File: src/rtl/ps2_rx_fifo_if.sv
// rtl/ps2_rx_fifo_if.sv - PS/2 pin, pop strobe and FIFO head bundle for ps2_rx_fifo
// Signals:
//   ps2_clk, ps2_data : raw PS/2 pins (asynchronous, idle high)
//   nextdata_n        : active-low pop strobe
//   data, ready       : FIFO head scan code, valid while ready = 1
//   overflow          : sticky dropped-frame flag
//   frame_err         : one-cycle malformed-frame pulse
// master = keyboard/consumer side, slave = receiver side.
interface ps2_rx_fifo_if;
   logic       ps2_clk;
   logic       ps2_data;
   logic       nextdata_n;
   logic [7:0] data;
   logic       ready;
   logic       overflow;
   logic       frame_err;

   modport master (
      output ps2_clk, ps2_data, nextdata_n,
      input  data, ready, overflow, frame_err
   );

   modport slave (
      input  ps2_clk, ps2_data, nextdata_n,
      output data, ready, overflow, frame_err
   );
endinterface

File: src/rtl/ps2_rx_fifo.sv
// rtl/ps2_rx_fifo.sv - PS/2 keyboard receiver with scan-code FIFO
// Ports:
//   clk  : system clock, rising edge
//   clrn : asynchronous active-low reset
//   bus  : ps2_rx_fifo_if.slave (PS/2 pins in, pop strobe in, head/flags out)
// Parameters:
//   FIFO_AW : FIFO address width, depth = 2**FIFO_AW
//   TIMEOUT : idle clk cycles before a partial frame is abandoned
module ps2_rx_fifo #(
   parameter int FIFO_AW = 3,
   parameter int TIMEOUT = 50000
) (
   input  logic          clk,
   input  logic          clrn,
   ps2_rx_fifo_if.slave  bus
);

   localparam int DEPTH = 2 ** FIFO_AW;
   localparam int IW    = $clog2(TIMEOUT + 1);
   localparam logic [IW-1:0]      IDLE_MAX = IW'(TIMEOUT);
   localparam logic [IW-1:0]      IDLE_ONE = IW'(1);
   localparam logic [FIFO_AW:0]   PTR_ONE  = (FIFO_AW + 1)'(1);

   // Synchronisers: three stages on ps2_clk so the edge detector compares
   // two already-settled samples; two stages on ps2_data.
   logic s1, s2, s3;
   logic d1, d2;
   logic fall;

   always_ff @(posedge clk or negedge clrn) begin
      if (!clrn) begin
         s1 <= 1'b1;
         s2 <= 1'b1;
         s3 <= 1'b1;
         d1 <= 1'b1;
         d2 <= 1'b1;
      end else begin
         s1 <= bus.ps2_clk;
         s2 <= s1;
         s3 <= s2;
         d1 <= bus.ps2_data;
         d2 <= d1;
      end
   end

   assign fall = s3 & ~s2;

   // Deframer. After ten shifts sh[0] holds the start bit, sh[8:1] the data
   // byte and sh[9] the parity bit; the stop bit is still on d2 when cnt = 10.
   // The verdict is registered (done/ok/rx_byte) and acted on one clock later.
   logic [3:0]    cnt;
   logic [9:0]    sh;
   logic [IW-1:0] idle;
   logic          done;
   logic          ok;
   logic [7:0]    rx_byte;

   always_ff @(posedge clk or negedge clrn) begin
      if (!clrn) begin
         cnt     <= 4'd0;
         sh      <= 10'd0;
         idle    <= '0;
         done    <= 1'b0;
         ok      <= 1'b0;
         rx_byte <= 8'd0;
      end else begin
         done <= 1'b0;
         if (fall) begin
            idle <= '0;
            if (cnt == 4'd10) begin
               cnt     <= 4'd0;
               done    <= 1'b1;
               ok      <= ~sh[0] & d2 & (^sh[9:1]);
               rx_byte <= sh[8:1];
            end else begin
               sh  <= {d2, sh[9:1]};
               cnt <= cnt + 4'd1;
            end
         end else if (cnt != 4'd0) begin
            // A stalled partial frame is dropped without raising frame_err.
            if (idle == IDLE_MAX) begin
               cnt  <= 4'd0;
               idle <= '0;
            end else begin
               idle <= idle + IDLE_ONE;
            end
         end else begin
            idle <= '0;
         end
      end
   end

   // FIFO with one extra pointer bit to tell full from empty.
   logic [FIFO_AW:0] wptr, rptr;
   logic [7:0]       mem [DEPTH];
   logic             empty, full, push, pop;
   logic             overflow_q, frame_err_q;

   assign empty = (wptr == rptr);
   assign full  = (wptr[FIFO_AW] != rptr[FIFO_AW]) &&
                  (wptr[FIFO_AW-1:0] == rptr[FIFO_AW-1:0]);
   // Fullness is judged before this cycle's pop, so a push into a full FIFO
   // is dropped even when a pop happens on the same edge.
   assign push  = done & ok & ~full;
   assign pop   = ~empty & ~bus.nextdata_n;

   always_ff @(posedge clk or negedge clrn) begin
      if (!clrn) begin
         wptr        <= '0;
         rptr        <= '0;
         overflow_q  <= 1'b0;
         frame_err_q <= 1'b0;
         for (int i = 0; i < DEPTH; i++) begin
            mem[i] <= 8'd0;
         end
      end else begin
         if (push) begin
            mem[wptr[FIFO_AW-1:0]] <= rx_byte;
            wptr <= wptr + PTR_ONE;
         end
         if (pop) begin
            rptr <= rptr + PTR_ONE;
         end
         frame_err_q <= done & ~ok;
         if (done & ok & full) begin
            overflow_q <= 1'b1;
         end
      end
   end

   assign bus.data      = mem[rptr[FIFO_AW-1:0]];
   assign bus.ready     = ~empty;
   assign bus.overflow  = overflow_q;
   assign bus.frame_err = frame_err_q;

endmodule

File: src/flat_wrapper.sv
// flat-port wrapper written by rule: the top's interface ports become plain ports
module ps2_rx_fifo_flat 
#(
   parameter int FIFO_AW = 3,
   parameter int TIMEOUT = 50000
)
  (clk, clrn, bus_ps2_clk, bus_ps2_data, bus_nextdata_n, bus_data, bus_ready, bus_overflow, bus_frame_err);
  ps2_rx_fifo_if bus_i ();
  input  logic clk;
  input  logic clrn;
  input wire logic [$bits(bus_i.ps2_clk)-1:0] bus_ps2_clk;
  input wire logic [$bits(bus_i.ps2_data)-1:0] bus_ps2_data;
  input wire logic [$bits(bus_i.nextdata_n)-1:0] bus_nextdata_n;
  output wire logic [$bits(bus_i.data)-1:0] bus_data;
  output wire logic [$bits(bus_i.ready)-1:0] bus_ready;
  output wire logic [$bits(bus_i.overflow)-1:0] bus_overflow;
  output wire logic [$bits(bus_i.frame_err)-1:0] bus_frame_err;
  assign bus_i.ps2_clk = bus_ps2_clk;
  assign bus_i.ps2_data = bus_ps2_data;
  assign bus_i.nextdata_n = bus_nextdata_n;
  assign bus_data = bus_i.data;
  assign bus_ready = bus_i.ready;
  assign bus_overflow = bus_i.overflow;
  assign bus_frame_err = bus_i.frame_err;
  ps2_rx_fifo #(.FIFO_AW(FIFO_AW), .TIMEOUT(TIMEOUT)) u_core (.clk(clk), .clrn(clrn), .bus(bus_i));
endmodule
File: config.mk
export PLATFORM = sky130hd
export DESIGN_NAME = ps2_rx_fifo_flat
export DESIGN_NICKNAME = d
export VERILOG_FILES = /design/src/rtl/ps2_rx_fifo_if.sv /design/src/rtl/ps2_rx_fifo.sv /design/src/flat_wrapper.sv
export SDC_FILE = /design/constraint.sdc
export NUM_CORES = 1
export LEC_CHECK = 0
export ABC_AREA = 1
export CAP_MARGIN = 10
export CORE_ASPECT_RATIO = 1.2
export CORE_MARGIN = 2
export CORE_UTILIZATION = 41
export CTS_CLUSTER_DIAMETER = 200
export DETAILED_ROUTE_END_ITERATION = 7
export DONT_BUFFER_PORTS = 1
export PLACE_DENSITY_LB_ADDON = 0.1
export SLEW_MARGIN = 20
export SYNTH_ARGS = -nofsm -noshare
export SYNTH_HDL_FRONTEND = slang
export SYNTH_SLANG_ARGS = --single-unit
File: constraint.sdc
create_clock -name clk -period 2.4 [get_ports clk]
set_clock_uncertainty 0.05 [all_clocks]
set_input_delay 0 -clock clk [delete_from_list [all_inputs] [get_ports clk]]
set_output_delay 0 -clock clk [all_outputs]
set_load 0.1 [all_outputs]
==> impl_results.md <==
- GR met2 Demand/Resource: 35.6%
- Most frequently used cell type in the post-synthesis netlist: sky130_fd_sc_hd__nand2_1
- Final clock period utilization by the worst path: 88.9%
- Top cells by area in the synthesized netlist: sky130_fd_sc_hd__dfrtp_1 (48%), sky130_fd_sc_hd__nand2_1 (16%), sky130_fd_sc_hd__nand4_1 (6.9%)
- Gpl congestion: ~0.84
- Synthesized netlist cell count: about 750
- Post-Place Cell Area: between 6000 and 7000 µm²
- GR peak layer: met2
- Buffer type at the clock tree root: sky130_fd_sc_hd__clkbuf_16
- Largest net degree at the start of global routing: 120
- Portion of the post-synthesis area used by sequential elements: 49.9%
- Worst path buffer plus inverter count: 3
- Nature of the critical path startpoint: register
- Largest fanout of any net on the critical path: 19
- Mean routed wirelength per cell: 15.8 µm
- Net count of the mapped netlist: 766
- Std cell rows: 48
- Max stage delay cell, worst path: sky130_fd_sc_hd__dfrtp_1
- Startpoint-to-endpoint class of the critical path: reg -> out
- Worst path max stage delay: 440 ps
- Ant diodes: 0
- TritonCTS clock tree: built
- Most used flip-flop cell after synthesis: sky130_fd_sc_hd__dfrtp_1
- Endpoints failing setup: 0
- Slew @ Worst Pin: 862 ps
- DRC violation count after routing: 0
- Antenna violation net count after detailed routing: 0
- FFs w/ async S/R, synth: 100%
- Vias per Instance: 5.21
- # H-tree levels: 4
- Leakage power total: approximately 0.0036 µW
- RSZ-0062 raised after global routing: no
- Highest attainable clock frequency: approximately 470 MHz
- Status: finished with violations
- Hold Fails Final Rpt: between 100 and 150
- Cts hold-fix bufs: 3
- Sinks on the clock net: 119
- Slack of the critical path: 266 ps
- Final cell count without fillers: 951
- Ratio of total power to cell area: 1240 nW/µm²
- Area grow syn2layout: 18.0%
- IO buf count: 0
- Number of flip-flops and latches in the synthesized netlist: 119
- Syn Area/Cell: 7.93 µm²
- Syn. warnings: 0
- Synth cell types: 27
- Clock-pin transition on the worst setup and hold timing paths: around 60 ps
- Cell taking the most area after synthesis: sky130_fd_sc_hd__dfrtp_1
- Cells traversed along the worst timing path: inv_1 > buf_4 > nor2_1 > o21ai_0 > a21oi_1 > a31oi_2 > buf_12
- Required arrival time at the worst endpoint: between 2000 and 2500 ps
- GRT Total Usage: roughly a fifth
- Max transition margin: 42.6%
- Layout cell share with drive strength beyond 1: 11.7%
- Post-CTS Setup Bufs: 0
- Final layout net count: 775
- HPWL Detailed: about 10000 µm
- Die area: between 15,000 and 20,000 µm²
- DIE WIDTH: 114 µm
- Post-Place Worst Slack: 583 ps
- Initial detailed-routing violation count: around 350
- Number of max-slew violations in the final report: 0
- Worst min path class: in -> async
- Met1 capacity usage during global routing: 26.3%
- Setup TNS Final: 0 ps
- Top-Level Pins: 16
- Worst hold slack: -778 ps
- CP arrival: between 2000 and 2500 ps
- Final non-filler cell area: 7060 µm²
- Die H: between 100 and 150 µm
- Clock Tree Buf Depth: 2
- Min cycle time layout: 2130 ps
- Post_cts resized: 0
- Reported max-cap violation count: 0
- Met3 layer usage reported by global route: 4.55%
- Total CTS buffers: 17
- Maximum VDD drop: 0.587 mV
- Gr ovfl total: 0
- Violations in the final reports: hold timing
- Total wirelength of the detailed-routed design: ~15,000 µm
- Number of enable-type register cells in the synthesized netlist: 0
- Source-to-sink clock delay at the later pin of the worst-skew pair: 420 ps
- Area of the core region: 14,400 µm²
- Post-Place Cells: 916
- Post-layout util: 49.2%
- Kind of end point of the critical path: primary output
- Antenna violations before repair: 0
- Kind of cell adding the most delay to the critical path: compound AO/OA/AOI/OAI gates
- Vias in the first global route: 4,822
- Total of fill cells in the finished design: 1,383
- Number of iterations in the first detailed-routing pass: 5
- Number of vias after detailed routing: 4,950
- Global-route wire length before repair: 25,100 µm
- Area fraction of the dominant cell type after synthesis: a little under half
- Cell area after technology mapping: 5980 µm²
- Initial Util: 41.7%
- Post-synth top cells: sky130_fd_sc_hd__nand2_1 (254), sky130_fd_sc_hd__dfrtp_1 (114), sky130_fd_sc_hd__nor2_1 (83)
worst register-to-register path, stage by stage (launching register included):
cell                      delay (ps)
sky130_fd_sc_hd__dfrtp_1         430
sky130_fd_sc_hd__inv_1           110
sky130_fd_sc_hd__ha_1            150
sky130_fd_sc_hd__nand2_1          60
sky130_fd_sc_hd__nor2_1          180
sky130_fd_sc_hd__nand2_1         350
sky130_fd_sc_hd__nor3_1          260
sky130_fd_sc_hd__nand3_1         120
sky130_fd_sc_hd__nand2_1          70
layout by cell type (no fill, tap or decap):
cell	n
sky130_fd_sc_hd__clkbuf_1	1
sky130_fd_sc_hd__buf_12	10
sky130_fd_sc_hd__a31oi_1	1
sky130_fd_sc_hd__inv_2	2
sky130_fd_sc_hd__nand2_2	1
sky130_fd_sc_hd__nand2_1	254
sky130_fd_sc_hd__clkinv_4	2
sky130_fd_sc_hd__nand2_4	1
sky130_fd_sc_hd__a21oi_1	10
sky130_fd_sc_hd__nand3_1	17
sky130_fd_sc_hd__dlygate4sd3_1	3
sky130_fd_sc_hd__nor2_1	83
sky130_fd_sc_hd__bufinv_16	7
sky130_fd_sc_hd__ha_1	7
sky130_fd_sc_hd__clkbuf_8	1
sky130_fd_sc_hd__inv_1	49
sky130_fd_sc_hd__nand4_1	66
sky130_fd_sc_hd__nor2_2	8
sky130_fd_sc_hd__nand3_2	8
sky130_fd_sc_hd__xor2_1	7
sky130_fd_sc_hd__dfstp_2	5
sky130_fd_sc_hd__buf_4	16
sky130_fd_sc_hd__dfrtp_1	114
sky130_fd_sc_hd__clkinvlp_4	1
sky130_fd_sc_hd__clkinv_2	3
sky130_fd_sc_hd__o21ai_0	59
sky130_fd_sc_hd__o21bai_2	1
sky130_fd_sc_hd__a31oi_2	8
sky130_fd_sc_hd__clkbuf_16	17
sky130_fd_sc_hd__xnor2_1	7
sky130_fd_sc_hd__nand3b_1	1
sky130_fd_sc_hd__and3_1	1
sky130_fd_sc_hd__nor3_1	5
area by class of cell:
| cell class | count | area (µm²) | share of cell area [%] |
|---|---|---|---|
| well taps | 175 | 219 | 3.10 |
| clock buffers | 19 | 443 | 6.27 |
| flip-flops and latches | 119 | 2980 | 42.3 |
| inverters | 51 | 191 | 2.71 |
| repair buffers | 29 | 350 | 4.96 |
| multi-input cells | 545 | 2620 | 37.1 |
| clock inverters | 13 | 250 | 3.54 |
registers in the layout (all words and copies together), names as in the netlist:
name and cells:
u_core.sh 10, u_core.s1 1, u_core.bus.overflow 1, u_core.s3 1, u_core.bus.frame_err 1, u_core.d2 1
u_core.d1 1, u_core.idle 16, u_core.rx_byte 8, u_core.cnt 4, u_core.s2 1, u_core.done 1
u_core.mem 64, u_core.rptr 4, u_core.ok 1, u_core.wptr 4
cells by family after synthesis:
family | count (synthesis) | synth area share (%)
flip-flops | 119 | 49.9
adder cells (fa/ha/maj) | 7 | 1.46
AND/OR/NAND/NOR | 445 | 32.6
AO/OA/AOI/OAI | 79 | 6.90
XOR/XNOR | 14 | 2.05
buffers and inverters | 90 | 7.11
power by group:
| part | switching (µW) | internal (µW) | leakage [µW] |
|---|---|---|---|
| Combinational | 2250 | 1090 | 0.00160 |
| Clock | 919 | 2070 | 0.000337 |
| Sequential | 241 | 2170 | 0.00163 |
| Total | 3410 | 5330 | 0.00356 |
routing by layer:
metal | wire, µm | share of wire [%] | vias up
met3 | 485 | 3.2 | 25
met4 | 311 | 2.1 | 0
met1 | 6630 | 44 | 2342
met5 | 0 | 0 | -
li1 | - | - | 2484
met2 | 7590 | 51 | 99
through the flow:
| stage | power [µW] | hold slack [ps] |
|---|---|---|
| 2_1_floorplan | 4650 | -346 |
| 3_3_place_gp | 5760 | -342 |
| 3_5_place_dp | 5780 | -343 |
| 4_1_cts | 8820 | -792 |
| 5_1_grt | 9160 | -793 |
| 6_report | 8740 | -778 |
final timing paths:
kind / depth (start not counted) / from / endpoint / slack, ps
max in group asynchronous: 0 / clrn / u_core.d1 / 2830
hold reg to reg: 0 / u_core.d1 / u_core.d2 / 300
min in group clk: 1 / bus_ps2_clk / u_core.s1 / 70
setup / recovery: 7 / u_core.rptr[0] / bus_data[3] / 270
setup reg to reg: 8 / u_core.cnt[0] / u_core.ok / 560
hold / removal: 0 / clrn / u_core.wptr[2] / -780
Note: power is estimated with default switching activity, not from simulation.
